$ cat src/rtl/crono_pkg.sv
// Shared state encoding and width helper for the countdown timer bank.
package crono_pkg;

   typedef enum logic [1:0] {
      PROG = 2'b00,
      IDLE = 2'b01,
      RUN  = 2'b10,
      DONE = 2'b11
   } crono_state_e;

   // ceil(log2(n)) with a floor of 1, so a single-entry select still gets one bit.
   function automatic int clog2_min1(input int n);
      int w;
      w = 1;
      while ((1 << w) < n) w++;
      return w;
   endfunction

endpackage

$ cat src/rtl/crono_channel.sv
// One countdown channel: PROG/IDLE/RUN/DONE state machine, seconds count and ring timer.
module crono_channel
   import crono_pkg::*;
#(
   parameter int CNT_W      = 19,
   parameter int RING_TICKS = 10
) (
   input  logic             clk,
   input  logic             Reset,
   input  logic             tick_i,
   input  logic             prog_i,
   input  logic             inicio_i,
   input  logic             ack_i,
   input  logic             we_i,
   input  logic [CNT_W-1:0] value_i,
   output logic [CNT_W-1:0] count_o,
   output logic             activo_o,
   output logic             ring_o
);

   localparam int RT_W = clog2_min1(RING_TICKS + 1);

   crono_state_e     state_q, state_d;
   logic [CNT_W-1:0] count_q, count_d;
   logic [RT_W-1:0]  ring_cnt_q, ring_cnt_d;
   logic             activo_q, ring_q;

   always_comb begin
      state_d    = state_q;
      count_d    = count_q;
      ring_cnt_d = ring_cnt_q;
      if (prog_i) begin
         state_d = PROG;
         if (state_q == PROG && we_i) count_d = value_i;
      end else begin
         case (state_q)
            PROG: begin
               // A write on the release cycle still lands and decides RUN vs IDLE.
               if (we_i) count_d = value_i;
               state_d = (inicio_i && count_d != '0) ? RUN : IDLE;
            end
            IDLE: begin
               if (inicio_i && count_q != '0) state_d = RUN;
            end
            RUN: begin
               if (!inicio_i) begin
                  state_d = IDLE;
               end else if (tick_i && count_q != '0) begin
                  count_d = count_q - CNT_W'(1);
                  if (count_q == CNT_W'(1)) begin
                     state_d    = DONE;
                     ring_cnt_d = RT_W'(RING_TICKS);
                  end
               end
            end
            DONE: begin
               if (ack_i) begin
                  state_d = IDLE;
               end else if (tick_i) begin
                  if (ring_cnt_q <= RT_W'(1)) begin
                     ring_cnt_d = '0;
                     state_d    = IDLE;
                  end else begin
                     ring_cnt_d = ring_cnt_q - RT_W'(1);
                  end
               end
            end
            default: state_d = PROG;
         endcase
      end
   end

   always_ff @(posedge clk) begin
      if (!Reset) begin
         state_q    <= PROG;
         count_q    <= '0;
         ring_cnt_q <= '0;
         activo_q   <= 1'b0;
         ring_q     <= 1'b0;
      end else begin
         state_q    <= state_d;
         count_q    <= count_d;
         ring_cnt_q <= ring_cnt_d;
         activo_q   <= (state_q == RUN);
         ring_q     <= (state_q == DONE);
      end
   end

   assign count_o  = count_q;
   assign activo_o = activo_q;
   assign ring_o   = ring_q;

endmodule

$ cat src/rtl/crono_timer_bank.sv
// Bank of N_CH countdown timers sharing a one-second prescaler and a program/read bus.
module crono_timer_bank
   import crono_pkg::*;
#(
   parameter int N_CH       = 2,
   parameter int CNT_W      = 19,
   parameter int TICK_DIV   = 100_000_000,
   parameter int RING_TICKS = 10
) (
   input  logic                         clk,
   input  logic                         Reset,
   input  logic [N_CH-1:0]              ProgramarCrono,
   input  logic [N_CH-1:0]              InicioCrono,
   input  logic [N_CH-1:0]              RingAck,
   input  logic                         ProgWe,
   input  logic [clog2_min1(N_CH)-1:0]  ProgSel,
   input  logic [CNT_W-1:0]             ProgValue,
   output logic [CNT_W-1:0]             RdValue,
   output logic [N_CH-1:0]              CronoActivo,
   output logic [N_CH-1:0]              Ring
);

   localparam int SEL_W  = clog2_min1(N_CH);
   localparam int DIV_W  = clog2_min1(TICK_DIV);
   localparam int N_SLOT = 1 << SEL_W;

   logic [DIV_W-1:0] div_q, div_d;
   logic             tick;
   logic [CNT_W-1:0] count_w [N_SLOT];
   logic [CNT_W-1:0] rd_q, rd_d;

   assign tick  = (div_q == DIV_W'(TICK_DIV - 1));
   assign div_d = tick ? '0 : div_q + DIV_W'(1);
   // Unused select codes read back as zero so the mux never indexes past the bank.
   assign rd_d  = count_w[ProgSel];

   generate
      for (genvar gi = 0; gi < N_SLOT; gi++) begin : g_slot
         if (gi < N_CH) begin : g_ch
            crono_channel #(
               .CNT_W      (CNT_W),
               .RING_TICKS (RING_TICKS)
            ) u_ch (
               .clk      (clk),
               .Reset    (Reset),
               .tick_i   (tick),
               .prog_i   (ProgramarCrono[gi]),
               .inicio_i (InicioCrono[gi]),
               .ack_i    (RingAck[gi]),
               .we_i     (ProgWe && (ProgSel == SEL_W'(gi))),
               .value_i  (ProgValue),
               .count_o  (count_w[gi]),
               .activo_o (CronoActivo[gi]),
               .ring_o   (Ring[gi])
            );
         end else begin : g_pad
            assign count_w[gi] = '0;
         end
      end
   endgenerate

   always_ff @(posedge clk) begin
      if (!Reset) begin
         div_q <= '0;
         rd_q  <= '0;
      end else begin
         div_q <= div_d;
         rd_q  <= rd_d;
      end
   end

   assign RdValue = rd_q;

endmodule

$ cat config.mk
export PLATFORM = sky130hd
export DESIGN_NAME = crono_timer_bank
export DESIGN_NICKNAME = d
export VERILOG_FILES = /design/src/rtl/crono_pkg.sv /design/src/rtl/crono_channel.sv /design/src/rtl/crono_timer_bank.sv
export SDC_FILE = /design/constraint.sdc
export NUM_CORES = 1
export LEC_CHECK = 0
export CORE_MARGIN = 2
export CORE_UTILIZATION = 35
export CTS_BUF_LIST = sky130_fd_sc_hd__clkbuf_8
export DETAILED_ROUTE_END_ITERATION = 10
export GPL_ROUTABILITY_DRIVEN = 0
export PLACE_DENSITY = 0.62
export SLEW_MARGIN = 10
export SYNTH_ARGS = -nofsm -noshare
export SYNTH_HDL_FRONTEND = slang
export SYNTH_SLANG_ARGS = --single-unit
$ cat constraint.sdc
create_clock -name clk -period 2.4 [get_ports clk]
set_input_delay 0.48 -clock clk [delete_from_list [all_inputs] [get_ports clk]]
set_output_delay 0.48 -clock clk [all_outputs]
set_load 0.1 [all_outputs]
==> run summary <==
result of the run - completed
Cell Pwr Density - 594 nW/um^2
final wirelength - 21.2 mm
Hold Crit Depth - 1
Req. time, crit path - 2.70 ns
Synth top area share - 32.0%
top-count cell post-synth - dfxtp_1
Critical Path End Type - register
critical path type - register to register
CP peak stage delay - 0.64 ns
I/O pin cnt - 52
die area - 19,000 um^2
Die Span Y - 138 um
CTS clock-pin slew for the worst setup and hold paths - 0.11 ns
average size of a mapped cell - 7.99 um^2
number of iterations in the first detailed-routing pass - 7
dpl hpwl - 15.7 mm
Post-synth top cells - dfxtp_1 (100), nor2_1 (92), nand2_1 (64)
register area - 2000 um^2
worst min-delay path class - register to register
Site Rows - 48
FILL cells - 1,730
leakage - 3.04 nW
Port Buffer Count - 51
non-filler cells, final - 1,132
clock skew - 0.0169 ns
Max VDD drop - 378 uV
WL per Instance - 18.7 um
Starting Density - 36.0%
vias - 6,652
H-tree Lvls - 3
Syn Inst Count - 783
final setup fails - 0
Chip Width - 138 um
Synth area leader - dfxtp_1
worst r2r path cells - 5
Post-synth EDFFs - 0
Routed Antenna Nets - 0
placed cells - 1,116
Synth-to-Final Area Change - 26.0%
CP max FO - 6
vias in the first global route - 6,176
pre-CTS setup slack - -0.0659 ns
layout net count - 940
clk buf depth - 2
Clock Sinks - 100
Syn. warnings - 0
utilization after layout - 45.4%
final slew viol count - 0
share of layout cells above drive strength 1 - 19.5%
initial antenna violation count - 0
DR iter-0 viols - 670
CP Launch Type - register
Internal Power - 2.97 mW
combinational share of power - 34.2%
TritonCTS Buffers - 9
Crit path arrival time - 2.60 ns
RSZ-0062 raised after global routing - no
Net Sw Power - 1.71 mW
CTS tree - yes
Post CTS Setup Buffer Count - 0
sequential share of the synthesized area - 32.0%
Setup WS post-layout - 0.0954 ns
Cell Chain, Critical Path - or4_1 > nor4_1 > nor3_1 > or4_1 > a22oi_1
Clk pwr share - 25.9%
largest net degree at the start of global routing - 68
Slew HR - 57.6%
Mapped Nets - 821
Fmax - 0.434 GHz
Worst-Margin Slew - 0.634 ns
max cap viols - 0
global-route usage over all layers - 23.0%
post-route cell area - 7880 um^2
Placeable Area - 17,400 um^2
Synth area leaders - dfxtp_1 (32%), mux2i_1 (6.2%), nor2_1 (5.5%)
register bit total from synthesis - 100
Net Sw Frac - 36.5%
Most Frequent Cell on Critical Path - or4_1
fraction of registers with async set/reset - 0%
post-synth cell types - 82
DRC Markers - 0
synthesized cell area - 6250 um^2
Reg power frac - 39.9%
min Tclk post-route - 2.30 ns
Remaining Overflow, GRT - 0
global-route wire length before repair - 33.7 mm
CP max stage cell - or4_1
area of the multi-input gates - 3890 um^2
CTS root buffer - clkbuf_8
clk_lat worst skew - 0.39 ns
final hold viol count - 0
Placed Area - 7650 um^2
post-DR vias/cell - 5.88
diode count - 0
top_reg_cell synth - dfxtp_1
fin crit share - 96.0%
==> final timing paths <==
kind / startpoint / to / slack (ns)
worst max-delay path: g_slot[0].g_ch.u_ch.count_o[5]$_SDFFE_PN0P_ / g_slot[0].g_ch.u_ch.count_o[14]$_SDFFE_PN0P_ / 0.1
worst min-delay path: div_q[0]$_SDFF_PP0_ / div_q[0]$_SDFF_PP0_ / 0.48
worst max register to register: g_slot[0].g_ch.u_ch.count_o[5]$_SDFFE_PN0P_ / g_slot[0].g_ch.u_ch.count_o[14]$_SDFFE_PN0P_ / 0.1
worst min register to register: div_q[0]$_SDFF_PP0_ / div_q[0]$_SDFF_PP0_ / 0.48
==> final cells by class <==
class / instances / area share, %
inverter: 26 / 1.24
sequential: 100 / 25.4
multi-input combinational: 595 / 49.4
timing repair buffer: 170 / 17.7
tap: 225 / 3.57
clock inverter: 4 / 0.667
clock buffer: 12 / 2.10
==> layer usage <==
| layer | routed length, um | GRT usage [%] | vias up |
|---|---|---|---|
| li1 | - | - | 3190 |
| met5 | 0 | 0 | - |
| met4 | 737 | 8.71 | 0 |
| met3 | 1610 | 4.82 | 57 |
| met2 | 9150 | 34.9 | 311 |
| met1 | 9680 | 32.0 | 3094 |
==> power groups by stage <==
stage                     Clock, mW  Sequential (mW)  Combinational (mW)
final                          1.21             1.87                1.60
after floorplan                   0             2.03               0.818
after detailed placement          0             1.90                1.56
after global placement            0             1.90                1.56
after global routing           1.30             1.88                1.71
after CTS                      1.24             1.86                1.57
==> cell usage in the layout, fill, tap and decap left out, types with 8 or more instances in the layout <==
master           synthesis  final
buf_4                    7    138
dfxtp_1                100    100
nor2_1                  92     92
nand2_1                 64     64
mux2i_1                 39     39
nor3_1                  35     35
o21ai_0                 29     28
clkdlybuf4s50_1          0     27
inv_1                   25     25
a21oi_1                 24     24
nor4_1                  24     23
nand3_1                 20     20
xnor2_1                 18     18
nand4_1                 13     13
and3_1                  12     12
or3_1                   12     12
clkbuf_8                 0     12
o211ai_1                11     11
or4_1                   10     10
a31oi_1                 10     10
a211oi_1                10     10
o32ai_1                 10     10
xor2_1                   8      8
o22ai_1                  8      8
ha_1                     9      8
==> metrics by stage <==
stage	total power [mW]	setup TNS, ns	hold slack [ns]
4_1_cts	4.67	0	0.474
3_5_place_dp	3.46	-0.319	0.450
2_1_floorplan	2.85	0	0.430
6_report	4.68	0	0.479
5_1_grt	4.89	0	0.532
3_3_place_gp	3.46	-0.0456	0.445
==> registers in the layout, summed over array words and instances, names as in the netlist <==
signal,cells
g_slot.g_ch.u_ch.ring_o,2
div_q,27
g_slot.g_ch.u_ch.ring_cnt_q,8
g_slot.g_ch.u_ch.activo_o,2
RdValue,19
g_slot.g_ch.u_ch.state_q,4
g_slot.g_ch.u_ch.count_o,38
==> worst max-delay path: cells and delay by family (launching register included) <==
family	cells	cell delay, ns
DFF	1	0.38
AOI/OAI and AO/OA	1	0.22
and+or+nand+nor	4	1.60
==> timing repair <==
action                                  CTS  global route
endpoints found under the setup margin    0            18
resized for setup                         0             4
hold buffers                              0             0
hold endpoints to repair                  0             0
==> cells by family after synthesis <==
kind of cell / synth area share (%)
xor+xnor: 3.64
flops: 32.0
compound gates: 22.6
buf+inv: 6.00
fa+ha+maj: 1.80
simple gates: 27.3
mux: 6.60
No activity file was read; power rests on OpenSTA's default activity.
